File: src/rtl/nn_reset_sequencer_if.sv
// Purpose : bundles the lock/request inputs and the reset outputs of the reset sequencer.
// Ports   : locked, soft_reset_req (towards sequencer); reset_out, reset_done, seq_count (from it).
// master  : the sequencer itself; slave: clock source / reset consumers / request logic.
interface nn_reset_sequencer_if #(
  parameter int NUM_CHANNELS = 4
);
  logic                    locked;
  logic                    soft_reset_req;
  logic [NUM_CHANNELS-1:0] reset_out;
  logic                    reset_done;
  logic [7:0]              seq_count;

  modport master (
    input  locked,
    input  soft_reset_req,
    output reset_out,
    output reset_done,
    output seq_count
  );

  modport slave (
    output locked,
    output soft_reset_req,
    input  reset_out,
    input  reset_done,
    input  seq_count
  );
endinterface

File: src/rtl/nn_reset_sequencer.sv
// Purpose : multi-channel reset sequencer; holds all channel resets until the clock is locked for
//           INITIAL_RESET_CYCLES, then releases channels 0..N-1 one by one, STAGE_CYCLES apart.
// Latency : channel i released INITIAL_RESET_CYCLES + i*STAGE_CYCLES edges after reset/abort clears;
//           all outputs are registered. No backpressure: outputs are levels, inputs are sampled each edge.
// Ports   : clk, reset (sync, active-high); rst_if.master carries locked, soft_reset_req (in) and
//           reset_out, reset_done, seq_count (out).
module nn_reset_sequencer #(
  parameter int NUM_CHANNELS         = 4,
  parameter int INITIAL_RESET_CYCLES = 30,
  parameter int STAGE_CYCLES         = 8,
  parameter int CNT_WIDTH            = 16
) (
  input  logic                 clk,
  input  logic                 reset,
  nn_reset_sequencer_if.master rst_if
);

  // Stage index must be able to hold NUM_CHANNELS (one past the last channel).
  localparam int STAGE_W = $clog2(NUM_CHANNELS + 1);

  localparam logic [CNT_WIDTH-1:0] INIT_LAST  = CNT_WIDTH'(INITIAL_RESET_CYCLES - 1);
  localparam logic [CNT_WIDTH-1:0] STAGE_LAST = CNT_WIDTH'(STAGE_CYCLES - 1);
  localparam logic [STAGE_W-1:0]   LAST_CH    = STAGE_W'(NUM_CHANNELS - 1);

  typedef enum logic [1:0] {
    ST_ASSERT  = 2'd0,
    ST_STAGGER = 2'd1,
    ST_DONE    = 2'd2
  } state_t;

  state_t                  state_q,      state_d;
  logic [CNT_WIDTH-1:0]    cnt_q,        cnt_d;
  logic [STAGE_W-1:0]      stage_q,      stage_d;
  logic [NUM_CHANNELS-1:0] reset_out_q,  reset_out_d;
  logic                    reset_done_q, reset_done_d;
  logic [7:0]              seq_count_q,  seq_count_d;

  logic abort;
  logic [7:0] seq_count_inc;

  // Loss of lock and a soft request are handled identically, whatever the state.
  assign abort = !rst_if.locked || rst_if.soft_reset_req;

  // Completed-sequence counter saturates rather than wrapping.
  assign seq_count_inc = (seq_count_q == 8'hFF) ? seq_count_q : seq_count_q + 8'd1;

  always_ff @(posedge clk) begin
    if (reset) begin
      state_q      <= ST_ASSERT;
      cnt_q        <= '0;
      stage_q      <= '0;
      reset_out_q  <= '1;
      reset_done_q <= 1'b0;
      seq_count_q  <= 8'd0;
    end else begin
      state_q      <= state_d;
      cnt_q        <= cnt_d;
      stage_q      <= stage_d;
      reset_out_q  <= reset_out_d;
      reset_done_q <= reset_done_d;
      seq_count_q  <= seq_count_d;
    end
  end

  always_comb begin
    state_d      = state_q;
    cnt_d        = cnt_q;
    stage_d      = stage_q;
    reset_out_d  = reset_out_q;
    reset_done_d = reset_done_q;
    seq_count_d  = seq_count_q;

    if (abort) begin
      // Full restart, no partial resume; the completed-sequence count survives.
      state_d      = ST_ASSERT;
      cnt_d        = '0;
      stage_d      = '0;
      reset_out_d  = '1;
      reset_done_d = 1'b0;
    end else begin
      unique case (state_q)
        ST_ASSERT: begin
          if (cnt_q == INIT_LAST) begin
            reset_out_d[0] = 1'b0;
            cnt_d          = '0;
            stage_d        = STAGE_W'(1);
            if (NUM_CHANNELS == 1) begin
              // Single channel: its release is also the end of the sequence.
              state_d      = ST_DONE;
              reset_done_d = 1'b1;
              seq_count_d  = seq_count_inc;
            end else begin
              state_d = ST_STAGGER;
            end
          end else begin
            cnt_d = cnt_q + CNT_WIDTH'(1);
          end
        end

        ST_STAGGER: begin
          if (cnt_q == STAGE_LAST) begin
            // Release exactly the channel named by stage_q, keeping the released set a prefix.
            for (int i = 0; i < NUM_CHANNELS; i++) begin
              if (stage_q == STAGE_W'(i)) begin
                reset_out_d[i] = 1'b0;
              end
            end
            cnt_d   = '0;
            stage_d = stage_q + STAGE_W'(1);
            if (stage_q == LAST_CH) begin
              state_d      = ST_DONE;
              reset_done_d = 1'b1;
              seq_count_d  = seq_count_inc;
            end
          end else begin
            cnt_d = cnt_q + CNT_WIDTH'(1);
          end
        end

        ST_DONE: begin
          // Outputs hold until an abort or reset.
        end

        default: begin
          state_d     = ST_ASSERT;
          cnt_d       = '0;
          stage_d     = '0;
          reset_out_d = '1;
          reset_done_d = 1'b0;
        end
      endcase
    end
  end

  assign rst_if.reset_out  = reset_out_q;
  assign rst_if.reset_done = reset_done_q;
  assign rst_if.seq_count  = seq_count_q;

endmodule

File: src/flat_wrapper.sv
// flat-port wrapper written by rule: the top's interface ports become plain ports
module nn_reset_sequencer_flat 
#(
  parameter int NUM_CHANNELS         = 4,
  parameter int INITIAL_RESET_CYCLES = 30,
  parameter int STAGE_CYCLES         = 8,
  parameter int CNT_WIDTH            = 16
)
  (clk, reset, rst_if_locked, rst_if_soft_reset_req, rst_if_reset_out, rst_if_reset_done, rst_if_seq_count);
  nn_reset_sequencer_if #(.NUM_CHANNELS(NUM_CHANNELS)) rst_if_i ();
  input  logic clk;
  input  logic reset;
  input wire logic [$bits(rst_if_i.locked)-1:0] rst_if_locked;
  input wire logic [$bits(rst_if_i.soft_reset_req)-1:0] rst_if_soft_reset_req;
  output wire logic [$bits(rst_if_i.reset_out)-1:0] rst_if_reset_out;
  output wire logic [$bits(rst_if_i.reset_done)-1:0] rst_if_reset_done;
  output wire logic [$bits(rst_if_i.seq_count)-1:0] rst_if_seq_count;
  assign rst_if_i.locked = rst_if_locked;
  assign rst_if_i.soft_reset_req = rst_if_soft_reset_req;
  assign rst_if_reset_out = rst_if_i.reset_out;
  assign rst_if_reset_done = rst_if_i.reset_done;
  assign rst_if_seq_count = rst_if_i.seq_count;
  nn_reset_sequencer #(.NUM_CHANNELS(NUM_CHANNELS), .INITIAL_RESET_CYCLES(INITIAL_RESET_CYCLES), .STAGE_CYCLES(STAGE_CYCLES), .CNT_WIDTH(CNT_WIDTH)) u_core (.clk(clk), .reset(reset), .rst_if(rst_if_i));
endmodule
File: config.mk
export PLATFORM = sky130hd
export DESIGN_NAME = nn_reset_sequencer_flat
export DESIGN_NICKNAME = d
export VERILOG_FILES = /design/src/rtl/nn_reset_sequencer_if.sv /design/src/rtl/nn_reset_sequencer.sv /design/src/flat_wrapper.sv
export SDC_FILE = /design/constraint.sdc
export NUM_CORES = 1
export LEC_CHECK = 0
export BUFFER_PORTS_ARGS = -buffer_cell sky130_fd_sc_hd__buf_4
export CORE_MARGIN = 10
export CORE_UTILIZATION = 58
export DETAILED_ROUTE_END_ITERATION = 16
export PLACE_DENSITY_LB_ADDON = 0.15
export SKIP_CTS_REPAIR_TIMING = 1
export SYNTH_ARGS = -nofsm -noshare
export SYNTH_HDL_FRONTEND = slang
export SYNTH_SLANG_ARGS = --single-unit
File: constraint.sdc
create_clock -name clk -period 2.39 [get_ports clk]
set_clock_uncertainty 0.2 [all_clocks]
set_input_delay 0.239 -clock clk [delete_from_list [all_inputs] [get_ports clk]]
set_output_delay 0.239 -clock clk [all_outputs]
set_load 0.01 [all_outputs]
* Word-level counts from Yosys, hierarchy flattened
Index checks and enable logic that the tools add are counted.
** Word-level totals
- Register bits after elaboration :: 34
- Bits in latches :: 0
- Bits in writable memories :: 0
- Memory bits (read-only) :: 0
- Input bits :: 4
- Output and inout port bits :: 13
- Logic and storage cells :: 64
- Memories :: 0
** Cells by class
- Add/subtract/negate cells :: 3
- $mul :: 0
- Div/mod/pow operators :: 0
- Order comparisons :: 0
- Eq/ne operators :: 14
- Shift-type cells :: 0
- Muxes and demuxes :: 21
- Bitwise gates (word level) :: 4
- Reductions and logical operators :: 13
** Operators by type and width (number)
- $pmux 16 s3 :: 1
- $mux 16 :: 2
- $add 16x1->16 const B :: 1
- $eq 16x3->1 const B :: 1
- $eq 16x5->1 const B :: 1
- $ne 2x1->1 const B :: 6
- $reduce_and 3->1 :: 4
- $pmux 3 s3 :: 1
- $add 8x1->8 const B :: 1
- $eq 8x8->1 const B :: 1
- $reduce_and 4->1 :: 2
- $mux 1 :: 7
- $eq 3x2->1 const B :: 2
- $mux 2 :: 3
- $mux 3 :: 2
- $pmux 2 s3 :: 1
- $pmux 3 s2 :: 1
- $reduce_and 5->1 :: 1
- $mux 4 :: 1
- $not 1->1 :: 4
- $reduce_or 2->1 :: 2
- $add 3x1->3 const B :: 1
- $eq 3x1->1 const B :: 1
- $logic_not 3->1 :: 1
- 7 further kinds :: 7

* Depth between registers and ports, before layout
- Word-level depth :: 4
- Depth in mapped cells :: 8
- Mapped depth without buffers :: 7

* Least setup slack after synthesis
No wires, ideal clock.
- Path kind :: reg2reg
- Start :: register u_core.cnt_q[0]
- End :: register u_core.seq_count_q[4] (netlist: u_core.rst_if.seq_count[4])
- Data arrival time :: 1856 ps
- Required time :: 2067 ps
- Slack :: 211 ps
- Stages on the path, launching flop included :: 8
- Buffers on the path :: 1
- Cell sequence :: dfxtp_1 ha_1 nor4bb_1 nand4bb_1 buf_2 nor2_4 nand4_1 mux2_1
** Between the ends
- Word-level cells in the longest chain between the ends :: 2
** Ends and longest elaborated chain
- start, declared :: line nn_reset_sequencer.sv:32 : logic [CNT_WIDTH-1:0] cnt_q, cnt_d;
- start signal, assigned :: line nn_reset_sequencer.sv:57 : cnt_q <= cnt_d;
- $eq 16x3->1 :: line nn_reset_sequencer.sv:101 : if (cnt_q == STAGE_LAST) begin
- $reduce_and 5->1 (no source line)
- end signal, assigned :: line nn_reset_sequencer.sv:61 : seq_count_q <= seq_count_d;
- end, declared :: line nn_reset_sequencer.sv:36 : logic [7:0] seq_count_q, seq_count_d;
No other way between the ends.
A chain may end at the register's enable or synchronous reset.

* Final worst setup path
- Start :: register u_core.cnt_q[5]
- End :: register u_core.seq_count_q[6] (netlist: u_core.rst_if.seq_count[6])
The elaborated chain is that of the path after synthesis.

==> results.yml <==
setup_path:
  worstPathRequired_ns: 2.42
  reg2reg_from: "u_core.cnt_q[5]"
  slowest_stage: "sky130_fd_sc_hd__or4_4"
  ff2ff_setup_slack_ns: 0.12
  critPathMaxFanout: 8
  worst-endpoint-arrival_ns: 2.30
  startpoint: "u_core.cnt_q[5]"
  crit_path_cell_trace: "or4_4, nand4bb_1, buf_4, nor2_4, nand4_1, mux2_1"
  max_stage_delay_ns: 0.60
  worst-setup-path-type: "register to register"
  ff2ff_path_depth: 6
  setup.worst_path.start_class: "register"
  cp-end-kind: "register"
sta:
  max_slew.worst_pin.slew_ns: 0.4858
  final_hold_viol_count: 0
  timing.final.setup_violations: 0
  final-max-slew-violation-count: 0
  final_clock_period_utilization_by_the_worst_path: 0.9504
  final.setup.worst_slack_ns: 0.1185
  fin_tns_setup_ns: 0
  min_period_ns: 2.272
  max-slew-margin-rel: 0.6727
  rsz0062_at_grt: "false"
  max_clock_freq_mhz: 440.2
finish:
  fin_nets: 254
  regArea_um2: 680.7
  antennaDiodeCount: 0
  area_growth_synth_to_finish_pct: 18.10
  drive_above_1_share: 0.1784
  nFillCells: 221
  area_occupied_by_multi_input_gates_um2: 1072
worst_hold_path:
  timing.hold.worst_path_depth: 3
  hold_path_startpoint: "rst_if_soft_reset_req"
  path_class_of_the_lowest_slack_min_delay_path: "primary input to register"
routing:
  dr_total_vias: 1713
  antenna_violating_nets_post_route: 0
  postRouteWirelength_mm: 4.471
  dr.pass1.iters: 4
  post_drt_wl_per_cell_um: 16.44
  routed_via_count_divided_by_cell_count: 6.298
  remaining_drc_errors: 0
  detailedRoute.firstIterationViolations: 166
clock_tree:
  root_buffer: "sky130_fd_sc_hd__clkbuf_4"
  cts_max_path_buffers: 2
  h-tree-depth: 2
  cts.sinks: 34
  clk_pin_slew_ns: 0.10
  cts_tree: "done"
  clock_insertion_delay_at_the_later_pin_of_the_skew_report_ns: 0.34
  cts_buffers: 5
logic_synthesis:
  synth_edf_count: 0
  syn_area_um2: 1769
  mappedNetlistNets: 223
  synthDistinctLibCells: 44
  synthDominantCellAreaShare: 0.3847
  yosys.area.top_type: "sky130_fd_sc_hd__dfxtp_1"
  synthArstFlopShare: 0
  ys_seq_area_frac: 0.3847
  ys_top_cells_by_count: "sky130_fd_sc_hd__dfxtp_1 (34), sky130_fd_sc_hd__nand2_1 (21), sky130_fd_sc_hd__nor2_1 (21)"
  synth_warnings: 0
  synth_area_leaders: "sky130_fd_sc_hd__dfxtp_1 (38%), sky130_fd_sc_hd__ha_1 (5.7%), sky130_fd_sc_hd__a21oi_1 (4.5%)"
  synth_most_common_cell: "sky130_fd_sc_hd__dfxtp_1"
  yosys_reg_bits: 34
  post_synth.cell_area_avg_um2: 8.385
  syn_inst: 211
  ys_dominant_reg_cell: "sky130_fd_sc_hd__dfxtp_1"
grt:
  antenna_found_initial: 0
  grt_start_max_net_pins: 16
  gr-total-overflow: 0
  wire_length_of_the_first_global_routing_pass_mm: 7.320
  grt_pass1_vias: 1596
  grt_util_all_layers: 0.1665
power_and_ir_drop:
  power.density_nw_per_um2: 441.6
  report.power.total_uw: 922.6
  vdd.ir_drop.worst_mv: 0.3014
  power.leakage_nw: 0.7514
placement:
  globalplace.congestion: 0.9018
  hpwlAfterDp_mm: 3.365
  place_worst_setup_slack_ns: 0.06075
  placement.io_buffers: 16
outcome:
  run_status: "finished clean"
floorplan:
  rows: 19
  fp.coreArea_um2: 2829
  floorplan.initialDensity: 0.6254
  ios: 17
  floorplan.die.width_um: 75.23
  vertical_die_dimension_um: 75.23
  die_area_um2: 5660
job:
  drv.max_cap_violation_count: 0
[worst paths after layout]
check,to
max reg2reg,u_core.rst_if.seq_count[6]
max,u_core.rst_if.seq_count[6]
min reg2reg,u_core.rst_if.reset_done
min,u_core.cnt_q[1]
[final cells by class]
| type | count | area share |
|---|---|---|
| clock buffers | 6 | 0.02455 |
| inverters | 7 | 0.01257 |
| multi-input cells | 165 | 0.5132 |
| flip-flops and latches | 34 | 0.3257 |
| well taps | 31 | 0.01856 |
| repair buffers | 29 | 0.1054 |
[cells in the final DEF, fill, tap and decap left out, drive strengths merged, types with 2 or more instances in the layout]
cell type | synthesis | layout
a21o | 2 | 2
a21oi | 16 | 16
a31oi | 6 | 6
and3 | 3 | 3
buf | 1 | 28
clkbuf | 4 | 6
dfxtp | 34 | 34
ha | 8 | 8
inv | 7 | 7
mux2 | 2 | 2
nand2 | 21 | 21
nand2b | 3 | 3
nand3 | 10 | 10
nand4 | 11 | 11
nand4b | 2 | 2
nor2 | 22 | 22
nor2b | 4 | 4
nor3 | 6 | 6
nor4b | 3 | 3
nor4bb | 2 | 2
o21ai | 9 | 9
o22ai | 2 | 2
or3 | 5 | 5
or4 | 3 | 3
xnor2 | 7 | 7
xor2 | 4 | 4
[routing by layer]
layer / routed length [um] / vias up / GRT usage
met1: 1960 / 803 / 0.2035
met4: 119 / 0 / 0.07216
met3: 357 / 15 / 0.04993
met5: 0 / - / 0
met2: 2033 / 70 / 0.2657
li1: - / 825 / -
[cell families after synthesis]
family	count (synthesis)	share of synthesized area
flip-flops	34	0.3847
adder cells (fa/ha/maj)	8	0.05658
AO/OA/AOI/OAI	42	0.1393
buffers and inverters	12	0.02616
XOR/XNOR	11	0.05445
multiplexers	2	0.01273
AND/OR/NAND/NOR	102	0.3260
[worst max-delay path, delay by kind of cell, from the launching register on]
| kind | cells | cell delay, ns |
|---|---|---|
| buf+inv | 1 | 0.18 |
| flops | 1 | 0.40 |
| mux | 1 | 0.32 |
| simple gates | 4 | 1.05 |
[metrics by stage]
step / cell area, um2 / utilization / hold slack, ns / std cells
2_1_floorplan: 1769 / - / 0.2478 / 211
5_1_grt: 2090 / 0.7386 / 0.1082 / 272
3_3_place_gp: 1998 / 0.7063 / 0.2337 / 265
6_report: 2090 / 0.7386 / 0.1120 / 272
3_5_place_dp: 1998 / 0.7063 / 0.2400 / 265
4_1_cts: 2049 / 0.7245 / -0.05400 / 271
[power by group]
part           leakage, nW  internal, mW  switching, mW  total (mW)
clock               0.0302         0.132          0.183       0.316
sequential           0.274         0.568        0.00185       0.569
combinational        0.447        0.0168         0.0207      0.0375
[sequential cells by signal, summed over array words and instances, names as in the netlist]
register,cells
u_core.state_q,2
u_core.rst_if.seq_count,8
u_core.stage_q,3
u_core.cnt_q,16
u_core.rst_if.reset_done,1
u_core.rst_if.reset_out,4
(Power assumes the default switching activity.)
